## src/rtl/lcd_i80_pkg.sv

```systemverilog
// Shared types and command codes for the 8080-bus receiver.
package lcd_i80_pkg;

    typedef logic [15:0] coord_t;

    typedef enum logic [1:0] {
        IDLE,
        CASET,
        PASET,
        RAMWR
    } state_t;

    localparam logic [7:0] CMD_CASET_DEF = 8'h2A;
    localparam logic [7:0] CMD_PASET_DEF = 8'h2B;
    localparam logic [7:0] CMD_RAMWR_DEF = 8'h2C;

endpackage

```

## src/rtl/lcd_i80_rx_if.sv

```systemverilog
// Bus bundle: MCU 8080 write bus in, display FIFO write port and status out.
interface lcd_i80_rx_if;

    logic                 I80_CSn;
    logic                 I80_WRn;
    logic                 I80_DC;
    logic [7:0]           I80_D;
    logic                 FIFO_FULL;
    logic                 FIFO_WE;
    logic [7:0]           FIFO_DI;
    logic                 FRAME_START;
    logic                 FRAME_DONE;
    logic                 OVERFLOW;
    lcd_i80_pkg::coord_t  WIN_X0;
    lcd_i80_pkg::coord_t  WIN_X1;
    lcd_i80_pkg::coord_t  WIN_Y0;
    lcd_i80_pkg::coord_t  WIN_Y1;

    modport master (
        output I80_CSn, I80_WRn, I80_DC, I80_D, FIFO_FULL,
        input  FIFO_WE, FIFO_DI, FRAME_START, FRAME_DONE, OVERFLOW,
        input  WIN_X0, WIN_X1, WIN_Y0, WIN_Y1
    );

    modport slave (
        input  I80_CSn, I80_WRn, I80_DC, I80_D, FIFO_FULL,
        output FIFO_WE, FIFO_DI, FRAME_START, FRAME_DONE, OVERFLOW,
        output WIN_X0, WIN_X1, WIN_Y0, WIN_Y1
    );

endinterface

```

## src/rtl/i80_sync.sv

```systemverilog
// Synchronizes the asynchronous 8080 bus into CLK and flags selected WRn rising edges.
module i80_sync #(
    parameter int SYNC_STAGES = 2
) (
    input  logic       CLK,
    input  logic       RST,
    input  logic       cs_n,
    input  logic       wr_n,
    input  logic       dc,
    input  logic [7:0] d,
    output logic       wr_evt,
    output logic       dc_s,
    output logic [7:0] d_s
);

    // Packed as {cs_n, wr_n, dc, d}; reset to an idle, deselected bus.
    localparam logic [10:0] BUS_IDLE = 11'h600;

    logic [10:0] stg [SYNC_STAGES];
    logic        wr_prev;

    always_ff @(posedge CLK or posedge RST) begin
        if (RST) begin
            for (int i = 0; i < SYNC_STAGES; i++) stg[i] <= BUS_IDLE;
            wr_prev <= 1'b1;
        end else begin
            stg[0] <= {cs_n, wr_n, dc, d};
            for (int i = 1; i < SYNC_STAGES; i++) stg[i] <= stg[i-1];
            wr_prev <= stg[SYNC_STAGES-1][9];
        end
    end

    assign wr_evt = stg[SYNC_STAGES-1][9] & ~wr_prev & ~stg[SYNC_STAGES-1][10];
    assign dc_s   = stg[SYNC_STAGES-1][8];
    assign d_s    = stg[SYNC_STAGES-1][7:0];

endmodule

```

## src/rtl/lcd_i80_rx.sv

```systemverilog
// 8080 write-bus receiver: decodes CASET/PASET/RAMWR and streams pixel bytes to the FIFO.
// Optional LCD_I80_BYTESWAP_EN swaps the two bytes of each RGB565 pixel.
//   state | meaning
//   IDLE  | no command active, data bytes ignored
//   CASET | collecting 4 column-window parameter bytes
//   PASET | collecting 4 row-window parameter bytes
//   RAMWR | streaming pixel bytes into the FIFO
module lcd_i80_rx
    import lcd_i80_pkg::*;
#(
    parameter int         SYNC_STAGES = 2,
    parameter int         H_RES       = 480,
    parameter int         V_RES       = 272,
    parameter logic [7:0] CMD_CASET   = CMD_CASET_DEF,
    parameter logic [7:0] CMD_PASET   = CMD_PASET_DEF,
    parameter logic [7:0] CMD_RAMWR   = CMD_RAMWR_DEF
) (
    input  logic        CLK,
    input  logic        RST,
    lcd_i80_rx_if.slave bus
);

    localparam logic [31:0] FULL_FRAME = 32'(2 * H_RES * V_RES);

    logic        wr_evt;
    logic        dc_s;
    logic [7:0]  d_s;

    state_t      state;
    logic [1:0]  pidx;
    logic [7:0]  p0, p1, p2;
    coord_t      win_x0, win_x1, win_y0, win_y1;
    logic [31:0] cnt, target;
    logic [31:0] win_w, win_h, frame_target;
    logic        last_byte;
    logic        fifo_we, frame_start, frame_done, overflow;
    logic [7:0]  fifo_di;
`ifdef LCD_I80_BYTESWAP_EN
    logic        held_v, pend_v, pend_done;
    logic [7:0]  held_d;
`endif

    i80_sync #(.SYNC_STAGES(SYNC_STAGES)) u_sync (
        .CLK    (CLK),
        .RST    (RST),
        .cs_n   (bus.I80_CSn),
        .wr_n   (bus.I80_WRn),
        .dc     (bus.I80_DC),
        .d      (bus.I80_D),
        .wr_evt (wr_evt),
        .dc_s   (dc_s),
        .d_s    (d_s)
    );

    // An inverted window falls back to the full panel so streaming never stalls.
    assign win_w        = {16'd0, win_x1} - {16'd0, win_x0} + 32'd1;
    assign win_h        = {16'd0, win_y1} - {16'd0, win_y0} + 32'd1;
    assign frame_target = ((win_x1 < win_x0) || (win_y1 < win_y0)) ? FULL_FRAME
                                                                    : (win_w * win_h) << 1;
    assign last_byte    = (cnt + 32'd1) == target;

    always_ff @(posedge CLK or posedge RST) begin
        if (RST) begin
            state       <= IDLE;
            pidx        <= '0;
            p0          <= '0;
            p1          <= '0;
            p2          <= '0;
            win_x0      <= '0;
            win_x1      <= coord_t'(H_RES - 1);
            win_y0      <= '0;
            win_y1      <= coord_t'(V_RES - 1);
            cnt         <= '0;
            target      <= '0;
            fifo_we     <= 1'b0;
            fifo_di     <= '0;
            frame_start <= 1'b0;
            frame_done  <= 1'b0;
            overflow    <= 1'b0;
`ifdef LCD_I80_BYTESWAP_EN
            held_v      <= 1'b0;
            held_d      <= '0;
            pend_v      <= 1'b0;
            pend_done   <= 1'b0;
`endif
        end else begin
            fifo_we     <= 1'b0;
            frame_start <= 1'b0;
            frame_done  <= 1'b0;
`ifdef LCD_I80_BYTESWAP_EN
            // Second emission of a swapped pixel: the first bus byte goes out last.
            if (pend_v) begin
                pend_v     <= 1'b0;
                frame_done <= pend_done;
                if (bus.FIFO_FULL) begin
                    overflow <= 1'b1;
                end else begin
                    fifo_we <= 1'b1;
                    fifo_di <= held_d;
                end
            end
`endif
            if (wr_evt) begin
                if (!dc_s) begin
                    pidx <= '0;
`ifdef LCD_I80_BYTESWAP_EN
                    held_v <= 1'b0;
`endif
                    case (d_s)
                        CMD_CASET: state <= CASET;
                        CMD_PASET: state <= PASET;
                        CMD_RAMWR: begin
                            state       <= RAMWR;
                            frame_start <= 1'b1;
                            cnt         <= '0;
                            overflow    <= 1'b0;
                            target      <= frame_target;
                        end
                        default:   state <= IDLE;
                    endcase
                end else begin
                    case (state)
                        CASET, PASET: begin
                            pidx <= pidx + 2'd1;
                            case (pidx)
                                2'd0:    p0 <= d_s;
                                2'd1:    p1 <= d_s;
                                2'd2:    p2 <= d_s;
                                default: begin
                                    if (state == CASET) begin
                                        win_x0 <= {p0, p1};
                                        win_x1 <= {p2, d_s};
                                    end else begin
                                        win_y0 <= {p0, p1};
                                        win_y1 <= {p2, d_s};
                                    end
                                    state <= IDLE;
                                end
                            endcase
                        end
                        RAMWR: begin
                            // Dropped bytes still count so frame alignment survives overflow.
                            cnt <= last_byte ? '0 : cnt + 32'd1;
`ifdef LCD_I80_BYTESWAP_EN
                            if (!held_v) begin
                                held_v <= 1'b1;
                                held_d <= d_s;
                            end else begin
                                held_v    <= 1'b0;
                                pend_v    <= 1'b1;
                                pend_done <= last_byte;
                                if (bus.FIFO_FULL) begin
                                    overflow <= 1'b1;
                                end else begin
                                    fifo_we <= 1'b1;
                                    fifo_di <= d_s;
                                end
                            end
`else
                            frame_done <= last_byte;
                            if (bus.FIFO_FULL) begin
                                overflow <= 1'b1;
                            end else begin
                                fifo_we <= 1'b1;
                                fifo_di <= d_s;
                            end
`endif
                        end
                        default: ;
                    endcase
                end
            end
        end
    end

    assign bus.FIFO_WE     = fifo_we;
    assign bus.FIFO_DI     = fifo_di;
    assign bus.FRAME_START = frame_start;
    assign bus.FRAME_DONE  = frame_done;
    assign bus.OVERFLOW    = overflow;
    assign bus.WIN_X0      = win_x0;
    assign bus.WIN_X1      = win_x1;
    assign bus.WIN_Y0      = win_y0;
    assign bus.WIN_Y1      = win_y1;

endmodule
```

## src/flat_wrapper.sv

```systemverilog
// flat-port wrapper written by rule: the top's interface ports become plain ports
module lcd_i80_rx_flat import lcd_i80_pkg::*;
#(
    parameter int         SYNC_STAGES = 2,
    parameter int         H_RES       = 480,
    parameter int         V_RES       = 272,
    parameter logic [7:0] CMD_CASET   = CMD_CASET_DEF,
    parameter logic [7:0] CMD_PASET   = CMD_PASET_DEF,
    parameter logic [7:0] CMD_RAMWR   = CMD_RAMWR_DEF
)
  (CLK, RST, bus_I80_CSn, bus_I80_WRn, bus_I80_DC, bus_I80_D, bus_FIFO_FULL, bus_FIFO_WE, bus_FIFO_DI, bus_FRAME_START, bus_FRAME_DONE, bus_OVERFLOW, bus_WIN_X0, bus_WIN_X1, bus_WIN_Y0, bus_WIN_Y1);
  lcd_i80_rx_if bus_i ();
  input  logic CLK;
  input  logic RST;
  input wire logic [$bits(bus_i.I80_CSn)-1:0] bus_I80_CSn;
  input wire logic [$bits(bus_i.I80_WRn)-1:0] bus_I80_WRn;
  input wire logic [$bits(bus_i.I80_DC)-1:0] bus_I80_DC;
  input wire logic [$bits(bus_i.I80_D)-1:0] bus_I80_D;
  input wire logic [$bits(bus_i.FIFO_FULL)-1:0] bus_FIFO_FULL;
  output wire logic [$bits(bus_i.FIFO_WE)-1:0] bus_FIFO_WE;
  output wire logic [$bits(bus_i.FIFO_DI)-1:0] bus_FIFO_DI;
  output wire logic [$bits(bus_i.FRAME_START)-1:0] bus_FRAME_START;
  output wire logic [$bits(bus_i.FRAME_DONE)-1:0] bus_FRAME_DONE;
  output wire logic [$bits(bus_i.OVERFLOW)-1:0] bus_OVERFLOW;
  output wire logic [$bits(bus_i.WIN_X0)-1:0] bus_WIN_X0;
  output wire logic [$bits(bus_i.WIN_X1)-1:0] bus_WIN_X1;
  output wire logic [$bits(bus_i.WIN_Y0)-1:0] bus_WIN_Y0;
  output wire logic [$bits(bus_i.WIN_Y1)-1:0] bus_WIN_Y1;
  assign bus_i.I80_CSn = bus_I80_CSn;
  assign bus_i.I80_WRn = bus_I80_WRn;
  assign bus_i.I80_DC = bus_I80_DC;
  assign bus_i.I80_D = bus_I80_D;
  assign bus_i.FIFO_FULL = bus_FIFO_FULL;
  assign bus_FIFO_WE = bus_i.FIFO_WE;
  assign bus_FIFO_DI = bus_i.FIFO_DI;
  assign bus_FRAME_START = bus_i.FRAME_START;
  assign bus_FRAME_DONE = bus_i.FRAME_DONE;
  assign bus_OVERFLOW = bus_i.OVERFLOW;
  assign bus_WIN_X0 = bus_i.WIN_X0;
  assign bus_WIN_X1 = bus_i.WIN_X1;
  assign bus_WIN_Y0 = bus_i.WIN_Y0;
  assign bus_WIN_Y1 = bus_i.WIN_Y1;
  lcd_i80_rx #(.SYNC_STAGES(SYNC_STAGES), .H_RES(H_RES), .V_RES(V_RES), .CMD_CASET(CMD_CASET), .CMD_PASET(CMD_PASET), .CMD_RAMWR(CMD_RAMWR)) u_core (.CLK(CLK), .RST(RST), .bus(bus_i));
endmodule
```

## config.mk

```make
export PLATFORM = sky130hd
export DESIGN_NAME = lcd_i80_rx_flat
export DESIGN_NICKNAME = d
export VERILOG_FILES = /design/src/rtl/lcd_i80_pkg.sv /design/src/rtl/lcd_i80_rx_if.sv /design/src/rtl/i80_sync.sv /design/src/rtl/lcd_i80_rx.sv /design/src/flat_wrapper.sv
export SDC_FILE = /design/constraint.sdc
export NUM_CORES = 1
export LEC_CHECK = 0
export ABC_CLOCK_PERIOD_IN_PS = 14600
export CORE_AREA = 2 2 176 248
export DETAILED_ROUTE_END_ITERATION = 12
export DIE_AREA = 0 0 178 250
export HOLD_SLACK_MARGIN = 0.06
export PLACE_DENSITY = 0.78
export SYNTH_ARGS = -nofsm -noshare
export SYNTH_HDL_FRONTEND = slang
export SYNTH_SLANG_ARGS = --single-unit
```

## constraint.sdc

```tcl
create_clock -name CLK -period 14.6 [get_ports CLK]
set_input_delay 2.19 -clock CLK [delete_from_list [all_inputs] [get_ports CLK]]
set_output_delay 2.19 -clock CLK [all_outputs]
set_load 0.05 [all_outputs]
```

# --- After elaboration in Yosys (flattened, before gate mapping) ---
# Index checks and enable logic that the tools add are counted.
totals:
  ff_bits: 191
  latch_bits: 0
  ram_bits: 0
  rom_bits: 0
  input_bits: 14
  out_inout_bits: 76
  word_cells: 90
  mem_count: 0
classes:
  add_sub_neg: 6
  multipliers: 1
  div: 0
  magnitude_cmp: 2
  eq_ne: 13
  shift: 0
  mux: 25
  bitwise_logic: 8
  reduce_logical: 16
op_table:
  columns: ["operator", "count"]
  rows:
  - ["$mux W32", 5]
  - ["$add A32 B1 Y32 const B", 3]
  - ["$sub A16 B16 Y17", 2]
  - ["$eq A32 B32 Y1", 1]
  - ["$lt A16 B16 Y1", 2]
  - ["$mul A32 B32 Y31", 1]
  - ["$eq A8 B6 Y1 const B", 3]
  - ["$reduce_and A4 Y1", 5]
  - ["$mux W1", 14]
  - ["$mux W2", 5]
  - ["$reduce_and A5 Y1", 2]
  - ["$reduce_and A3 Y1", 3]
  - ["$eq A2 B2 Y1 const B", 3]
  - ["$not A1 Y1", 6]
  - ["$pmux W2 S3", 1]
  - ["$eq A2 B1 Y1 const B", 2]
  - ["$ne A2 B1 Y1 const B", 2]
  - ["$ne A2 B2 Y1 const B", 2]
  - ["$reduce_or A3 Y1", 1]
  - ["$add A2 B1 Y2 const B", 1]
  - ["$and A1 B1 Y1", 2]
  - ["$logic_not A2 Y1", 1]
  - ["$reduce_and A2 Y1", 1]
  - ["$reduce_bool A2 Y1", 1]
  - ["2 further kinds", 2]

# --- Depth between registers and ports, before layout ---
# Gate-level depths: netlist (run 1).
logic_depth:
  word_depth: 5
  ltp_mapped: 39
  mapped_depth_nobuf: 38

# --- Hierarchy ---
# Synthesis (run 1) repeated with hierarchy kept, for this count alone.
unflattened:
  hier_cells: 2264
  area_unflattened_um2: 21086.5
modules_own_cells:
  columns: ["mod", "n_inst", "cells_per_inst", "area_per_inst_um2", "seq_area_each_um2"]
  rows:
  - ["lcd_i80_rx", 1, 2231, 20428.3, 4195.3]
  - ["i80_sync", 1, 33, 658.1, 581.8]

# --- Worst setup path after synthesis (run 1) ---
# Ideal clock, no wire load.
synth_path:
  path_kind: "reg2reg"
  from: "register u_core.win_x1[0], in the netlist u_core.bus.WIN_X1[0]"
  to: "register u_core.target[31]"
  setup_time_ps: 129
  arrival_time_ps: 9653
  required_time_ps: 14471
  setup_slack_ps: 4818
  path_stages_with_launch: 35
  path_buffers: 1
  period_less_slack_ps: 9782
  path_cell_list: "dfstp_2 -> inv_1 -> ha_1 -> fa_1 -> nand2b_1 -> a21oi_1 -> o211ai_1 -> a311oi_2 -> nand4b_4 -> or4_1 -> nor3_1 -> a221oi_1 -> xnor2_1 -> clkbuf_1 -> and2_1 -> fa_1 -> fa_1 -> fa_1 -> inv_1 -> fa_1 -> inv_1 -> fa_1 -> fa_1 -> fa_1 -> fa_1 -> ha_1 -> and2_1 -> o21a_1 -> o21a_1 -> a311oi_1 -> o21ai_0 -> a21o_1 -> a31oi_1 -> xor2_1 -> o21ai_1"
synth_between:
  elab_chain_len: 4
  elab_cells_between_ends: 6
  cone_classes: "add/sub: 2; mul: 1; order compare: 1; mux: 1; reduce/logical: 1"
synth_lines:
  columns: ["element", "line", "rtl"]
  rows:
  - ["start, declared", "lcd_i80_rx.sv:32", "coord_t win_x0, win_x1, win_y0, win_y1;"]
  - ["start signal, assigned", "lcd_i80_rx.sv:70", "win_x1 <= coord_t'(H_RES - 1);"]
  - ["start signal, assigned", "lcd_i80_rx.sv:132", "win_x1 <= {p2, d_s};"]
  - ["$sub A16 B16 Y17", "lcd_i80_rx.sv:56", "assign win_w = {16'd0, win_x1} - {16'd0, win_x0} + 32'd1;"]
  - ["$add A32 B1 Y32", "lcd_i80_rx.sv:56", null]
  - ["$mul A32 B32 Y31", "lcd_i80_rx.sv:59", ": (win_w * win_h) << 1;"]
  - ["$mux W32 (*)", "lcd_i80_rx.sv:58", "assign frame_target = ((win_x1 < win_x0) || (win_y1 < win_y0)) ? FULL_FRAME"]
  - ["end signal, assigned", "lcd_i80_rx.sv:117", "target <= frame_target;"]
  - ["end, declared", "lcd_i80_rx.sv:33", "logic [31:0] cnt, target;"]
# Mark *: on every way between the ends. The rest lies on a longest branch, timed or not.
# A chain may end at the register's enable or synchronous reset.

# --- Worst setup path after layout (run 1) ---
# Same ends and word-level chain as after synthesis.

==> results by group, run 1 <==
Clock network
  • Max H-tree Level: 4
  • # hold bufs at CTS: 0
  • CTS sink count: 190
  • Latest clock arrival within the worst-skew pair: 480 ps
  • Clock transition at path regs: 80 ps
  • CTS tree: built
  • Root buffer cell: clkbuf_16
  • Post_cts resized: 0
  • Post-CTS Setup Bufs: 0
  • CTS max path bufs: 2
  • Total CTS buffers: 17

Drt
  • Vias: 19200
  • DR WL/cell: 20.0 µm
  • DRC violations left: 0
  • Initial DRC count: 1174
  • Vias per cell: 5.77
  • Final antenna-violating net count: 0
  • DRT Pass-1 Iters: 6
  • Post-Route WL: 66500 µm

Synthesis
  • Simple-Gate Fraction of Synth Area: 13.9%
  • Synth top cells by count: 544 x inv_1, 382 x fa_1, 321 x nand2_1
  • Adder and majority gate portion of the synthesized area: 38.4%
  • Synth area leaders: fa_1 30%, dfrtp_1 17%, inv_1 8.1%, ha_1 8.0%, nand2_1 4.8%
  • Area fraction of the dominant cell type after synthesis: 30.4%
  • Post-Syn Area: 25100 µm²
  • Synth area leader: fa_1
  • Compound-cell area share of the yosys netlist: 8.23%
  • Mapped Nets: 3278
  • Xor-xnor portion of the synthesized cell area: 7.00%
  • Fraction of registers with async set or reset after synthesis: 100%
  • Cell count after synthesis: 2721
  • Mux cell area share after synthesis: 3.70%
  • Mean Syn Cell Area: 9.24 µm²
  • Largest family of logic cells by synthesized area: adder cells
  • Sequential share of the synthesized area: 19.0%
  • Register bit total from synthesis: 190
  • Most frequent cell after synthesis: inv_1
  • Synth Flop Type: dfrtp_1
  • Netlist cell types: 82
  • Number of flops mapped to enable cells by yosys: 0
  • Synthesis warning total: 0

STA
  • Final setup TNS: 0 ps
  • Rel. slew slack: 16.5%
  • Worst Tran Pin Value: 1240 ps
  • Fin. Hold Viols: 0
  • Final period utilization: 75.7%
  • Fin. max-slew vios: 0
  • RSZ-0062 raised after global routing: no
  • Fmax: 90.5 MHz
  • Final number of setup-violating endpoints: 0
  • Fin Clk Skew: 16.7 ps
  • Minimum clock period: 11040 ps
  • PnR worst setup slack: 3560 ps
  • Worst hold margin: 354 ps

Power and ir drop
  • Worst VDD drop: 151 µV
  • Pwr Density: 37.9 nW/µm²
  • Clock power frac: 46.4%
  • P_sw: 0.267 mW
  • Register share of total power: 51.9%
  • Pint: 0.769 mW
  • Combinational group share of total power: 1.7%
  • Switching Share: 25.7%
  • Leak: 13.6 nW

Placed design
  • Port Buf Inserts: 89
  • Final RePlAce weighted congestion: 0.969
  • Half-perimeter wire length after placement: 53600 µm
  • Placed insts: 3302
  • Pre-CTS setup slack: 3680 ps
  • Dpl cell area: 26700 µm²

Run
  • Max-Cap Viols: 0

Setup path
  • Slowest CP cell: xnor2_1
  • Worst path max stage delay: 810 ps
  • Data required, critical path: 14940 ps
  • CP Max Fanout: 11
  • Worst setup EP type: register
  • CP delay by family, top: adder cells
  • WP buf/inv: 4
  • Critical path launch point type: register
  • Crit path kind: register to register
  • Cell mode on critical path: fa_1
  • CP arrival: 11380 ps

Floorplanning
  • Cell Rows: 90
  • Core area: 42500 µm²
  • Num ports: 90
  • Initial Util: 59.2%
  • Die area: 44500 µm²
  • Die Y: 250 µm
  • Die W: 178 µm

Cells and area
  • Post-Layout Cell Count: 3334
  • Final-stage net count: 3326
  • Area added between synthesis and finish: 8.70%
  • Fill cell count: 3350
  • Post-route cell area: 27300 µm²
  • Number of diodes: 0
  • Layout cells sized above 1: 7.73%

Min path
  • Hold Crit Class: register to register

Global route
  • GRT Overall Usage: 31.6%
  • Gr ovfl total: 0
  • Largest net degree at the start of global routing: 116
  • Initial antenna violation count: 0
  • Vias in the first global route: 21000
  • First-pass GRT wire length: 108000 µm

Run status
  • Status: completed
==> power groups by stage <==
stage | Combinational (mW) | Clock [mW] | Sequential [mW]
after floorplan | 0.0117 | 0 | 0.543
after global routing | 0.0210 | 0.503 | 0.538
final | 0.0180 | 0.481 | 0.537
after detailed placement | 0.0189 | 0 | 0.547
after CTS | 0.0190 | 0.486 | 0.537
after global placement | 0.0183 | 0 | 0.547
==> cell type report <==
class | instances | area, µm² | share of cell area [%]
clock buffers | 17 | 425 | 1.56
repair buffers | 133 | 1220 | 4.47
multi-input cells | 1881 | 18000 | 65.7
well taps | 552 | 691 | 2.53
clock inverters | 15 | 188 | 0.687
inverters | 546 | 2060 | 7.53
flip-flops and latches | 190 | 4780 | 17.5
==> registers in the layout, indices dropped and copies added, names as in the netlist, 2 cells and up <==
signal              flops
u_core.u_sync.d_s       8
u_core.bus.FIFO_DI      8
u_core.p0               8
u_core.cnt             32
u_core.pidx             2
u_core.state            2
u_core.bus.WIN_Y0      16
u_core.target          31
u_core.p1               8
u_core.bus.WIN_Y1      16
u_core.bus.WIN_X1      16
u_core.p2               8
u_core.u_sync.stg      13
u_core.bus.WIN_X0      16
==> metal layers <==
| metal | GRT usage (%) | share of wire, % | vias up |
|---|---|---|---|
| li1 | - | - | 8572 |
| met2 | 56.9 | 52 | 784 |
| met1 | 33.7 | 34 | 9583 |
| met5 | 0 | 0 | - |
| met3 | 5.07 | 6.0 | 298 |
| met4 | 20.6 | 7.5 | 0 |
==> worst paths after layout <==
kind                                       start                   end  slack (ps)  depth (start not counted)
min                        u_core.u_sync.stg[19]    u_core.u_sync.dc_s         350                          0
min reg2reg                u_core.u_sync.stg[19]    u_core.u_sync.dc_s         350                          0
max in group asynchronous                    RST  u_core.bus.WIN_X0[3]       10860                          3
min in group asynchronous                    RST        u_core.cnt[11]        2250                          2
max                         u_core.bus.WIN_X1[0]     u_core.target[31]        3560                         34
max reg2reg                 u_core.bus.WIN_X1[0]     u_core.target[31]        3560                         34
==> cell usage in the layout (no fill, tap or decap), drive strengths merged, types with 17 or more instances in the layout <==
cell type,instances
dfrtp,172
o21ai,102
nand2,321
clkbuf,17
mux2,80
o31ai,23
and2,42
xnor2,118
ha,161
clkdlybuf4s50,89
a21oi,63
nand4,18
xor2,62
nor3,25
dfstp,18
fa,382
nor2b,29
nor2,191
inv,551
nand3,33
a21o,17
buf,44
a211oi,17
nand2b,24
==> per-stage QoR <==
step / total power, mW / util (%)
after floorplan: 0.555 / -
after CTS: 1.04 / 64.4
after global routing: 1.06 / 64.4
after detailed placement: 0.566 / 62.9
after global placement: 0.565 / 62.9
final: 1.04 / 64.4
==> cells by family after synthesis <==
| group | Yosys count |
|---|---|
| multiplexers | 83 |
| adder cells (fa/ha/maj) | 543 |
| buffers and inverters | 650 |
| XOR/XNOR | 186 |
| AND/OR/NAND/NOR | 753 |
| flip-flops | 190 |
| AO/OA/AOI/OAI | 316 |
Power figures use the tool's default switching activity.
==> run 2: changes to the inputs <==
ABC_CLOCK_PERIOD_IN_PS = 9500   (was 14600)
CORE_AREA = 2 2 179 252   (was 2 2 176 248)
DIE_AREA = 0 0 181 254   (was 0 0 178 250)
PLACE_DENSITY = 0.79   (was 0.78)
clock period = 9.5 ns   (was 14.6 ns; I/O delays follow)
==> run 2 against run 1 <==
Against the previous run: total power increased by 59%; via count increased by 3.3%; first-iteration DRC count increased by 3.8%; final cell count increased by 4.3%; clock power increased by 66%.
==> results by group, run 2 (synthesis gave the netlist of run 1 again) <==
Drt
  • Vias: 19900 (was 19200)
  • Vias per cell: 5.72 (was 5.77)
  • Post-Route WL: 70500 µm (was 66500 µm)
  • DRT Pass-1 Iters: 8 (was 6)
  • DR WL/cell: 20.3 µm (was 20.0 µm)
  • Initial DRC count: 1219 (was 1174)
  • DRC violations left: 0 (unchanged)
  • Final antenna-violating net count: 0 (unchanged)

Setup path
  • Critical path launch point type: register (unchanged)
  • WP buf/inv: 4 (unchanged)
  • Worst path max stage delay: 560 ps (was 810 ps)
  • CP Max Fanout: 5 (was 11)
  • Reg2reg setup slack: 50 ps (was 3560 ps)
  • Crit path kind: register to register (unchanged)
  • CP arrival: 9800 ps (was 11380 ps)
  • Setup crit start: u_core.bus.WIN_X1[0] (unchanged)
  • R2R depth: 33 (was 34)
  • Worst setup EP type: register (unchanged)
  • CP delay by family, top: adder cells (unchanged)
  • Data required, critical path: 9850 ps (was 14940 ps)
  • Worst r2r dst: u_core.target[31] (unchanged)
  • Cell mode on critical path: fa_1 (unchanged)
  • Slowest CP cell: fa_1 (was xnor2_1)
  • R2R Path Start: u_core.bus.WIN_X1[0] (unchanged)

Clock network
  • Total CTS buffers: 17 (unchanged)
  • CTS sink count: 190 (unchanged)
  • Clock transition at path regs: 90 ps (was 80 ps)
  • # hold bufs at CTS: 0 (unchanged)
  • CTS tree: built (unchanged)
  • Root buffer cell: clkbuf_16 (unchanged)
  • CTS max path bufs: 2 (unchanged)
  • Max H-tree Level: 4 (unchanged)
  • Latest clock arrival within the worst-skew pair: 490 ps (was 480 ps)

Floorplanning
  • Num ports: 90 (unchanged)
  • Core area: 43700 µm² (was 42500 µm²)
  • Die Y: 254 µm (was 250 µm)
  • Cell Rows: 91 (was 90)
  • Die area: 46000 µm² (was 44500 µm²)
  • Die W: 181 µm (was 178 µm)
  • Initial Util: 57.5% (was 59.2%)

Cells and area
  • Biggest regs: u_core.cnt: 32 flops, u_core.target: 31 flops (unchanged)
  • Final-stage net count: 3462 (was 3326)
  • Commonest cells after routing, fill and taps aside: 539 x inv_1, 371 x fa_1, 319 x nand2_1, 188 x nor2_1, 172 x dfrtp_1 (was 543 x inv_1, 382 x fa_1, 321 x nand2_1, 191 x nor2_1, 172 x dfrtp_1)
  • Number of diodes: 0 (unchanged)
  • Layout cells sized above 1: 14.9% (was 7.73%)
  • Leading cell type in the layout, fill and taps excluded: inv_1 (unchanged)
  • Post-route cell area: 29100 µm² (was 27300 µm²)
  • Biggest register: u_core.cnt (unchanged)
  • Largest register FFs: 32 (unchanged)
  • Area added between synthesis and finish: 15.6% (was 8.70%)

Placed design
  • Dpl cell area: 27500 µm² (was 26700 µm²)
  • Final RePlAce weighted congestion: 0.960 (was 0.969)
  • Pre-CTS setup slack: -303 ps (was 3680 ps)
  • Port Buf Inserts: 89 (unchanged)
  • Half-perimeter wire length after placement: 56200 µm (was 53600 µm)

STA
  • Worst Tran Pin Value: 1100 ps (was 1240 ps)
  • Fmax: 106 MHz (was 90.5 MHz)
  • RSZ-0062 raised after global routing: yes (was no)
  • Fin. Hold Viols: 0 (unchanged)
  • PnR worst setup slack: 48.8 ps (was 3560 ps)
  • Final period utilization: 99.5% (was 75.7%)
  • Rel. slew slack: 25.9% (was 16.5%)
  • Fin. max-slew vios: 0 (unchanged)
  • Final number of setup-violating endpoints: 0 (unchanged)
  • Minimum clock period: 9450 ps (was 11040 ps)
  • Fin Clk Skew: 16.9 ps (was 16.7 ps)

Power and ir drop
  • Worst VDD drop: 170 µV (was 151 µV)
  • Leak: 14.5 nW (was 13.6 nW)
  • Pwr Density: 56.8 nW/µm² (was 37.9 nW/µm²)

Min path
  • Hold Crit Class: register to register (unchanged)
  • Worst Hold Depth: 0 (unchanged)
  • Hold_sp: u_core.u_sync.stg[13] (was u_core.u_sync.stg[19])
  • Hold Crit Endpoint: u_core.u_sync.d_s[2] (was u_core.u_sync.dc_s)

Global route
  • Largest net degree at the start of global routing: 115 (was 116)
  • First-pass GRT wire length: 111000 µm (was 108000 µm)
  • Gr ovfl total: 0 (unchanged)
  • GRT Overall Usage: 31.2% (was 31.6%)
  • Initial antenna violation count: 1 (was 0)
  • Vias in the first global route: 21500 (was 21000)

Run status
  • Status: completed (unchanged)

Run
  • Max-Cap Viols: 0 (unchanged)
-- run 2: changes by cell type in the layout (fill, tap and decap cells not counted), sizes merged --
cell,before,now
buf,44,179
clkbuf,17,18
clkinvlp,1,0
inv,551,556
clkinv,9,5
-- run 2: timing repair --
item	CTS	global route
setup buffers	2	36
hold endpoints to repair	0	0
cloned	0	1
pin swaps	8	63
resized for setup	14	108
setup endpoints to repair	7	9
-- run 2: routing by layer --
layer | part of all wire (%) | up-vias | routed length (µm) | track usage, %
met5 | 0 | - | 0 | 0
met4 | 7.9 | 0 | 5550 | 21.2
met3 | 5.6 | 295 | 3960 | 4.69
met2 | 52 | 807 | 36600 | 57.9
met1 | 35 | 9921 | 24300 | 32.4
li1 | - | 8843 | - | -
-- run 2: worst max path at each step --
stage / depth (start not counted) / to
after CTS: 34 / u_core.target[31]
after detailed placement: 33 / u_core.target[31]
final: 33 / u_core.target[31]
after global routing: 34 / u_core.target[31]
after floorplan: 38 / u_core.target[31]
after global placement: 33 / u_core.target[31]
-- run 2: cell type report --
type | count | area [µm²]
clock buffers | 17 | 425
clock inverters | 15 | 229
fillers | 3369 | 14700
inverters | 546 | 2060
multi-input cells | 1881 | 18500
flip-flops and latches | 190 | 4780
well taps | 558 | 698
repair buffers | 269 | 2350
-- run 2: power by group --
group	internal [mW]	switching (mW)
logic	0.00839	0.0191
registers	0.816	0.0100
clock network	0.378	0.420
total	1.20	0.449
-- run 2: worst reg2reg max path, delay by kind of cell, from the launching register on --
family                     cells  cell delay (ps)
AOI/OAI and AO/OA             12             2280
xor gates and xnor gates       2              350
adders and majority gates     11             4770
buffers and inverters          4              330
DFF                            1              550
and+or+nand+nor                4             1020
-- run 2: per-stage QoR --
step	instances	setup TNS, ps	hold WS [ps]	utilization (%)	total power [mW]
2_1_floorplan	2721	0	331	-	0.853
3_3_place_gp	3405	-268	333	62.9	0.868
3_5_place_dp	3405	-831	335	62.9	0.870
4_1_cts	3439	-75.5	352	64.6	1.66
5_1_grt	3476	-1210	355	66.5	1.69
6_report	3476	0	355	66.5	1.65
